**src/rtl/mpt_tlb.sv**
```systemverilog
// mpt_tlb: fully associative permission TLB for the MPT walker.
// Each entry caches {SDID, SPA tag, size, permissions}. The TLB supports
// SDID-selective or full flush, and a registered permission check.
// Optional build macro MPT_TLB_PERF_CNT_EN adds saturating hit/miss counters.
module mpt_tlb #(
  parameter int unsigned NUM_ENTRIES = 8,
  parameter int unsigned PLEN        = 56,
  parameter int unsigned SDID_LEN    = 6,
  parameter int unsigned MID_SHIFT   = 21
) (
  input  logic                clk_i,
  input  logic                rst_ni,
  input  logic                lookup_valid_i,
  input  logic [SDID_LEN-1:0] lookup_sdid_i,
  input  logic [PLEN-1:0]     lookup_spa_i,
  input  logic [1:0]          lookup_access_i,
  output logic                lookup_done_o,
  output logic                lookup_hit_o,
  output logic [1:0]          lookup_perm_o,
  output logic                lookup_allowed_o,
  input  logic                fill_valid_i,
  input  logic [SDID_LEN-1:0] fill_sdid_i,
  input  logic [PLEN-1:0]     fill_spa_i,
  input  logic [1:0]          fill_size_i,
  input  logic [1:0]          fill_perm_i,
  input  logic                flush_i,
  input  logic                flush_sdid_en_i,
`ifdef MPT_TLB_PERF_CNT_EN
  input  logic [SDID_LEN-1:0] flush_sdid_i,
  output logic [31:0]         perf_hits_o,
  output logic [31:0]         perf_misses_o
`else
  input  logic [SDID_LEN-1:0] flush_sdid_i
`endif
);

  localparam int unsigned IW       = $clog2(NUM_ENTRIES);
  localparam int unsigned TW       = PLEN - 12;
  localparam int unsigned MID_BITS = MID_SHIFT - 12;
  localparam int unsigned GIG_BITS = 30 - 12;

  // Tag bits that take part in a compare for a given page size
  function automatic logic [TW-1:0] size_mask(input logic [1:0] size);
    logic [TW-1:0] m;
    m = '1;
    case (size)
      2'd1:    m = m << MID_BITS;
      2'd2:    m = m << GIG_BITS;
      default: m = '1;
    endcase
    return m;
  endfunction

  // Permission check: 0=NONE 1=READ 2=WRITE 3=EXEC vs 0=DIS 1=RX 2=RW 3=RWX
  function automatic logic perm_ok(input logic [1:0] access, input logic [1:0] perm);
    logic ok;
    case (access)
      2'd1:    ok = (perm != 2'd0);
      2'd2:    ok = perm[1];
      2'd3:    ok = perm[0];
      default: ok = 1'b0;
    endcase
    return ok;
  endfunction

  logic [NUM_ENTRIES-1:0] valid_q;
  logic [SDID_LEN-1:0]    sdid_q [NUM_ENTRIES];
  logic [TW-1:0]          tag_q  [NUM_ENTRIES];
  logic [1:0]             size_q [NUM_ENTRIES];
  logic [1:0]             perm_q [NUM_ENTRIES];
  logic [IW-1:0]          ptr_q;

  logic          lk_hit;
  logic [IW-1:0] lk_idx;
  logic          lk_hit_eff;
  logic          same_hit, free_hit, fill_do, fill_adv;
  logic [IW-1:0] same_idx, free_idx, victim;
  logic [TW-1:0] fill_mask;

  // Page offsets never affect a tag compare
  logic unused_spa_low;
  assign unused_spa_low = ^{lookup_spa_i[11:0], fill_spa_i[11:0]};

  // Lookup match, lowest matching index wins
  always_comb begin
    lk_hit = 1'b0;
    lk_idx = '0;
    for (int unsigned i = 0; i < NUM_ENTRIES; i++) begin
      if (!lk_hit && valid_q[i] && (sdid_q[i] == lookup_sdid_i) &&
          (((tag_q[i] ^ lookup_spa_i[PLEN-1:12]) & size_mask(size_q[i])) == '0)) begin
        lk_hit = 1'b1;
        lk_idx = IW'(i);
      end
    end
    lk_hit_eff = lk_hit && !flush_i;
  end

  // Fill victim: identical entry, else first free slot, else round-robin
  always_comb begin
    fill_mask = size_mask(fill_size_i);
    same_hit  = 1'b0;
    same_idx  = '0;
    free_hit  = 1'b0;
    free_idx  = '0;
    for (int unsigned i = 0; i < NUM_ENTRIES; i++) begin
      if (!same_hit && valid_q[i] && (sdid_q[i] == fill_sdid_i) &&
          (size_q[i] == fill_size_i) &&
          (((tag_q[i] ^ fill_spa_i[PLEN-1:12]) & fill_mask) == '0)) begin
        same_hit = 1'b1;
        same_idx = IW'(i);
      end
      if (!free_hit && !valid_q[i]) begin
        free_hit = 1'b1;
        free_idx = IW'(i);
      end
    end
    fill_adv = !same_hit && !free_hit;
    victim   = same_hit ? same_idx : (free_hit ? free_idx : ptr_q);
    fill_do  = fill_valid_i && (fill_size_i != 2'd3) && !flush_i;
  end

  // Entry storage, flush and replacement pointer
  always_ff @(posedge clk_i or negedge rst_ni) begin
    if (!rst_ni) begin
      valid_q <= '0;
      ptr_q   <= '0;
      for (int unsigned i = 0; i < NUM_ENTRIES; i++) begin
        sdid_q[i] <= '0;
        tag_q[i]  <= '0;
        size_q[i] <= '0;
        perm_q[i] <= '0;
      end
    end else if (flush_i) begin
      if (!flush_sdid_en_i) begin
        valid_q <= '0;
        ptr_q   <= '0;
      end else begin
        for (int unsigned i = 0; i < NUM_ENTRIES; i++) begin
          if (sdid_q[i] == flush_sdid_i) valid_q[i] <= 1'b0;
        end
      end
    end else if (fill_do) begin
      valid_q[victim] <= 1'b1;
      sdid_q[victim]  <= fill_sdid_i;
      tag_q[victim]   <= fill_spa_i[PLEN-1:12];
      size_q[victim]  <= fill_size_i;
      perm_q[victim]  <= fill_perm_i;
      if (fill_adv) ptr_q <= IW'(ptr_q + 1'b1);
    end
  end

  // Registered lookup result; held while no lookup completes
  always_ff @(posedge clk_i or negedge rst_ni) begin
    if (!rst_ni) begin
      lookup_done_o    <= 1'b0;
      lookup_hit_o     <= 1'b0;
      lookup_perm_o    <= 2'd0;
      lookup_allowed_o <= 1'b0;
    end else begin
      lookup_done_o <= lookup_valid_i;
      if (lookup_valid_i) begin
        lookup_hit_o     <= lk_hit_eff;
        lookup_perm_o    <= lk_hit_eff ? perm_q[lk_idx] : 2'd0;
        lookup_allowed_o <= lk_hit_eff && perm_ok(lookup_access_i, perm_q[lk_idx]);
      end
    end
  end

`ifdef MPT_TLB_PERF_CNT_EN
  // Saturating hit/miss counters, updated alongside the registered result
  always_ff @(posedge clk_i or negedge rst_ni) begin
    if (!rst_ni) begin
      perf_hits_o   <= '0;
      perf_misses_o <= '0;
    end else if (lookup_valid_i) begin
      if (lk_hit_eff) begin
        if (perf_hits_o != '1) perf_hits_o <= perf_hits_o + 32'd1;
      end else begin
        if (perf_misses_o != '1) perf_misses_o <= perf_misses_o + 32'd1;
      end
    end
  end
`endif

endmodule

```
**config.mk**
```make
export PLATFORM = sky130hd
export DESIGN_NAME = mpt_tlb
export DESIGN_NICKNAME = d
export VERILOG_FILES = /design/src/rtl/mpt_tlb.sv
export SDC_FILE = /design/constraint.sdc
export NUM_CORES = 2
export LEC_CHECK = 0
export BUFFER_PORTS_ARGS = -buffer_cell sky130_fd_sc_hd__buf_2
export CAP_MARGIN = 15
export CORE_ASPECT_RATIO = 1.2
export CORE_MARGIN = 5
export CORE_UTILIZATION = 45
export CTS_CLUSTER_DIAMETER = 60
export CTS_CLUSTER_SIZE = 24
export DETAILED_ROUTE_END_ITERATION = 8
export SYNTH_ARGS = -nofsm -noshare
export SYNTH_HDL_FRONTEND = slang
export SYNTH_SLANG_ARGS = --single-unit
```
**constraint.sdc**
```tcl
create_clock -name clk_i -period 5.3 [get_ports clk_i]
set_input_delay 1.06 -clock clk_i [delete_from_list [all_inputs] [get_ports clk_i]]
set_output_delay 1.06 -clock clk_i [all_outputs]
set_load 0.02 [all_outputs]
```
==> flow_results.xml <==
<?xml version="1.0" encoding="UTF-8"?>
<metrics>
  <group name="sta">
    <metric name="report.final.slew_viol_count" unit="">0</metric>
    <metric name="unrepaired_setup_endpoints_after_global_routing" unit="">no</metric>
    <metric name="finClkSkew" unit="ns">0.0265</metric>
    <metric name="timing.slew.headroom" unit="%">34.4</metric>
    <metric name="pnr_worst_setup_slack" unit="ns">0.931</metric>
    <metric name="timing_hold_violations_final" unit="">0</metric>
    <metric name="setup-violations-final" unit="">0</metric>
    <metric name="finalCritPeriodShare" unit="%">82.4</metric>
    <metric name="fin_setup_tns" unit="ns">0</metric>
    <metric name="worstMarginPinSlew" unit="ns">0.984</metric>
    <metric name="finalCriticalPeriod" unit="ns">4.37</metric>
    <metric name="fmaxAchievable" unit="MHz">229</metric>
  </group>
  <group name="grt">
    <metric name="antenna_found_initial" unit="">3</metric>
    <metric name="first_global_vias" unit="">20200</metric>
    <metric name="overflow" unit="">0</metric>
    <metric name="pin_count_of_the_biggest_net_entering_global_routing" unit="">113</metric>
    <metric name="globalRouteTotalUtil" unit="%">28.1</metric>
    <metric name="grt_first_pass_wirelength" unit="um">140000</metric>
  </group>
  <group name="die">
    <metric name="die_height" unit="um">283</metric>
    <metric name="start_util" unit="%">45.2</metric>
    <metric name="rows" unit="">100</metric>
    <metric name="boundaryPins" unit="">147</metric>
    <metric name="fp.dieW" unit="um">237</metric>
    <metric name="core_region_area" unit="um2">61800</metric>
    <metric name="floorplan.die_area" unit="um2">67200</metric>
  </group>
  <group name="cells_and_area">
    <metric name="finalNetCount" unit="">2636</metric>
    <metric name="syn_to_final_growth" unit="%">9.33</metric>
    <metric name="final_common_cell" unit="">xnor2_1</metric>
    <metric name="fin_cells" unit="">3329</metric>
    <metric name="layout-drive-gt1-share" unit="%">24.7</metric>
    <metric name="most-common-layout-cells" unit="">481 x xnor2_1, 448 x dfrtp_1, 378 x xor2_1, 333 x mux2_2, 121 x buf_2</metric>
  </group>
  <group name="logic_synthesis">
    <metric name="synth.lib_cells_used.distinct" unit="">65</metric>
    <metric name="ys_seq_elements" unit="">448</metric>
    <metric name="post_synth_instance_area" unit="um2">27900</metric>
    <metric name="ys.flop_type" unit="">dfrtp_1</metric>
    <metric name="synthesized_nets" unit="">2595</metric>
    <metric name="synth.yosys.seq_area_share" unit="%">40.1</metric>
    <metric name="synth_cells" unit="">2442</metric>
    <metric name="ys_async_sr_fraction" unit="%">100</metric>
    <metric name="synthesis.area_per_instance" unit="um2">11.4</metric>
    <metric name="ys.warnings.count" unit="">0</metric>
    <metric name="number_of_synthesized_flops_with_an_enable_pin" unit="">0</metric>
  </group>
  <group name="routing">
    <metric name="drt-vias-per-instance" unit="">5.78</metric>
    <metric name="maxUsedRoutingLayer" unit="">met5</metric>
    <metric name="met2_length" unit="um">47400</metric>
    <metric name="met3RoutedLength" unit="um">5430</metric>
    <metric name="routed_wire_length_per_instance" unit="um">28.9</metric>
    <metric name="wirelength" unit="um">96400</metric>
    <metric name="dr.first_iter.drc_count" unit="">1238</metric>
    <metric name="post_detailed_route_drc_marker_count" unit="">0</metric>
    <metric name="route.layer.met1.wl" unit="um">36800</metric>
    <metric name="drt_pre_antenna_iters" unit="">5</metric>
    <metric name="vias" unit="">19200</metric>
    <metric name="post_drt_antenna_nets" unit="">0</metric>
  </group>
  <group name="worst_setup_path">
    <metric name="worst_r2r_path_depth" unit="">12</metric>
    <metric name="critPathMaxFanout" unit="">16</metric>
    <metric name="r2r_setup_slack" unit="ns">1.28</metric>
    <metric name="worstSetupPathType" unit="">in2reg</metric>
    <metric name="setup.worst_path.end_class" unit="">register</metric>
    <metric name="crit_start" unit="">fill_sdid_i[0]</metric>
    <metric name="worst_ep_required_time" unit="ns">5.75</metric>
    <metric name="cp_data_arrival_time" unit="ns">4.82</metric>
    <metric name="critical_path.reg2reg.endpoint" unit="">sdid_q[3]</metric>
    <metric name="r2r-start" unit="">size_q[11]</metric>
    <metric name="crit_path_end" unit="">sdid_q[3]</metric>
    <metric name="worstSetupStartpointType" unit="">input port</metric>
  </group>
  <group name="power_and_ir_drop">
    <metric name="p_leak" unit="nW">13.5</metric>
    <metric name="total_power" unit="mW">11.3</metric>
    <metric name="peak_supply_drop" unit="V">0.000243</metric>
    <metric name="power.density" unit="nW/um2">369</metric>
  </group>
  <group name="cts">
    <metric name="tritoncts" unit="">yes</metric>
    <metric name="clk_path_buf_depth" unit="">3</metric>
    <metric name="postCtsSetupRepairBufs" unit="">0</metric>
    <metric name="clock_transition_at_the_registers_of_the_reported_paths" unit="ns">0.06</metric>
    <metric name="ctsHtreeMaxLevel" unit="">2</metric>
    <metric name="clock_latency" unit="ns">0.59</metric>
    <metric name="hold_buffers" unit="">0</metric>
    <metric name="cts.sinks" unit="">448</metric>
    <metric name="library_cell_used_as_clock_root_buffer" unit="">clkbuf_16</metric>
    <metric name="cts_resized" unit="">0</metric>
    <metric name="cts_inserted_buffers" unit="">39</metric>
  </group>
  <group name="place">
    <metric name="placed_cells_incl_taps" unit="">3258</metric>
    <metric name="place_hpwl" unit="um">68700</metric>
    <metric name="post-place-ws" unit="ns">0.324</metric>
    <metric name="port_buffers" unit="">122</metric>
    <metric name="globalplace.congestion" unit="">1.00</metric>
  </group>
  <group name="worst_hold_path">
    <metric name="critical_hold_path_startpoint" unit="">perm_q[6]</metric>
    <metric name="worstHoldPathCells" unit="">1</metric>
    <metric name="min_path_type" unit="">reg2reg</metric>
  </group>
  <group name="outcome">
    <metric name="run_status" unit="">finished clean</metric>
  </group>
  <group name="flow_run">
    <metric name="cap_viol_max_count" unit="">0</metric>
  </group>
</metrics>
## critical path, cell delays in order
cell	delay, ns
buf_2	0.55
xor2_1	0.23
nor4_1	0.49
nand4_1	0.15
nor3_1	0.26
buf_4	0.20
o211ai_1	0.09
a311oi_1	0.42
a21oi_2	0.09
buf_4	0.16
nor2_4	0.23
nand3_4	0.26
buf_4	0.29
mux2_1	0.32
## report_power, final
part | internal (mW) | total (mW) | switching, mW | leakage, nW
registers | 4.14 | 5.09 | 0.941 | 5.93
clock network | 1.56 | 3.04 | 1.48 | 0.632
logic | 1.65 | 3.15 | 1.50 | 6.99
total | 7.35 | 11.3 | 3.92 | 13.5
## Yosys cell counts (11+ instances only)
cell type  count  area (um2)
xnor2_1      481        4210
nor3_1        47         235
nor4_1        89         557
inv_1         21        78.8
dfrtp_1      448       11200
buf_6         20         225
ha_1          11         138
buf_2        170         851
nand2_1       25        93.8
nand3_1       27         135
a21oi_1       18        90.1
xor2_1       378        3310
mux2i_1       11         110
nand4_1      120         751
mux2_1        93        1050
o21ai_0       21         105
mux2_2       333        3750
a41oi_1       11        96.3
## worst min path at each step
stage                            end
after detailed placement   perm_q[6]
after global placement    perm_q[11]
after floorplan            perm_q[6]
final                      perm_q[6]
after CTS                  perm_q[6]
after global routing      perm_q[11]
## per-stage QoR
stage          instance area [um2]  hold WS, ns  util, %
2_1_floorplan                27900        0.457        -
3_3_place_gp                 29200        0.480     47.3
3_5_place_dp                 29200        0.480     47.3
4_1_cts                      30500        0.495     49.4
5_1_grt                      30500        0.526     49.4
6_report                     30500        0.493     49.4
## cell families after synthesis
group | Yosys count | synth area share, %
muxes | 437 | 17.6
AOI/OAI and AO/OA | 100 | 2.60
buffers and inverters | 224 | 4.35
DFF | 448 | 40.1
and+or+nand+nor | 363 | 7.92
adders and majority gates | 11 | 0.493
xor gates and xnor gates | 859 | 26.9
## sequential cells by signal, indices dropped and copies added (netlist names)
| register | cells |
|---|---|
| lookup_allowed_o | 1 |
| lookup_done_o | 1 |
| lookup_hit_o | 1 |
| lookup_perm_o | 2 |
| perm_q | 16 |
| ptr_q | 3 |
| sdid_q | 48 |
| size_q | 16 |
| tag_q | 352 |
| valid_q | 8 |
## cell type report
cell class	instances	area [um2]
multi-input combinational	1770	15500
fill	5683	31300
tap	816	1020
inverter	22	82.6
clock buffer	43	991
clock inverter	26	300
sequential	448	11200
antenna	2	5.00
timing repair buffer	202	1420
## metal layers
layer  up-vias  track usage [%]
met1      9902             33.6
met5         -                0
met3       239             4.57
li1       8491                -
met4         2             15.5
met2       604             48.3
Note: power is estimated with default switching activity, not from simulation.
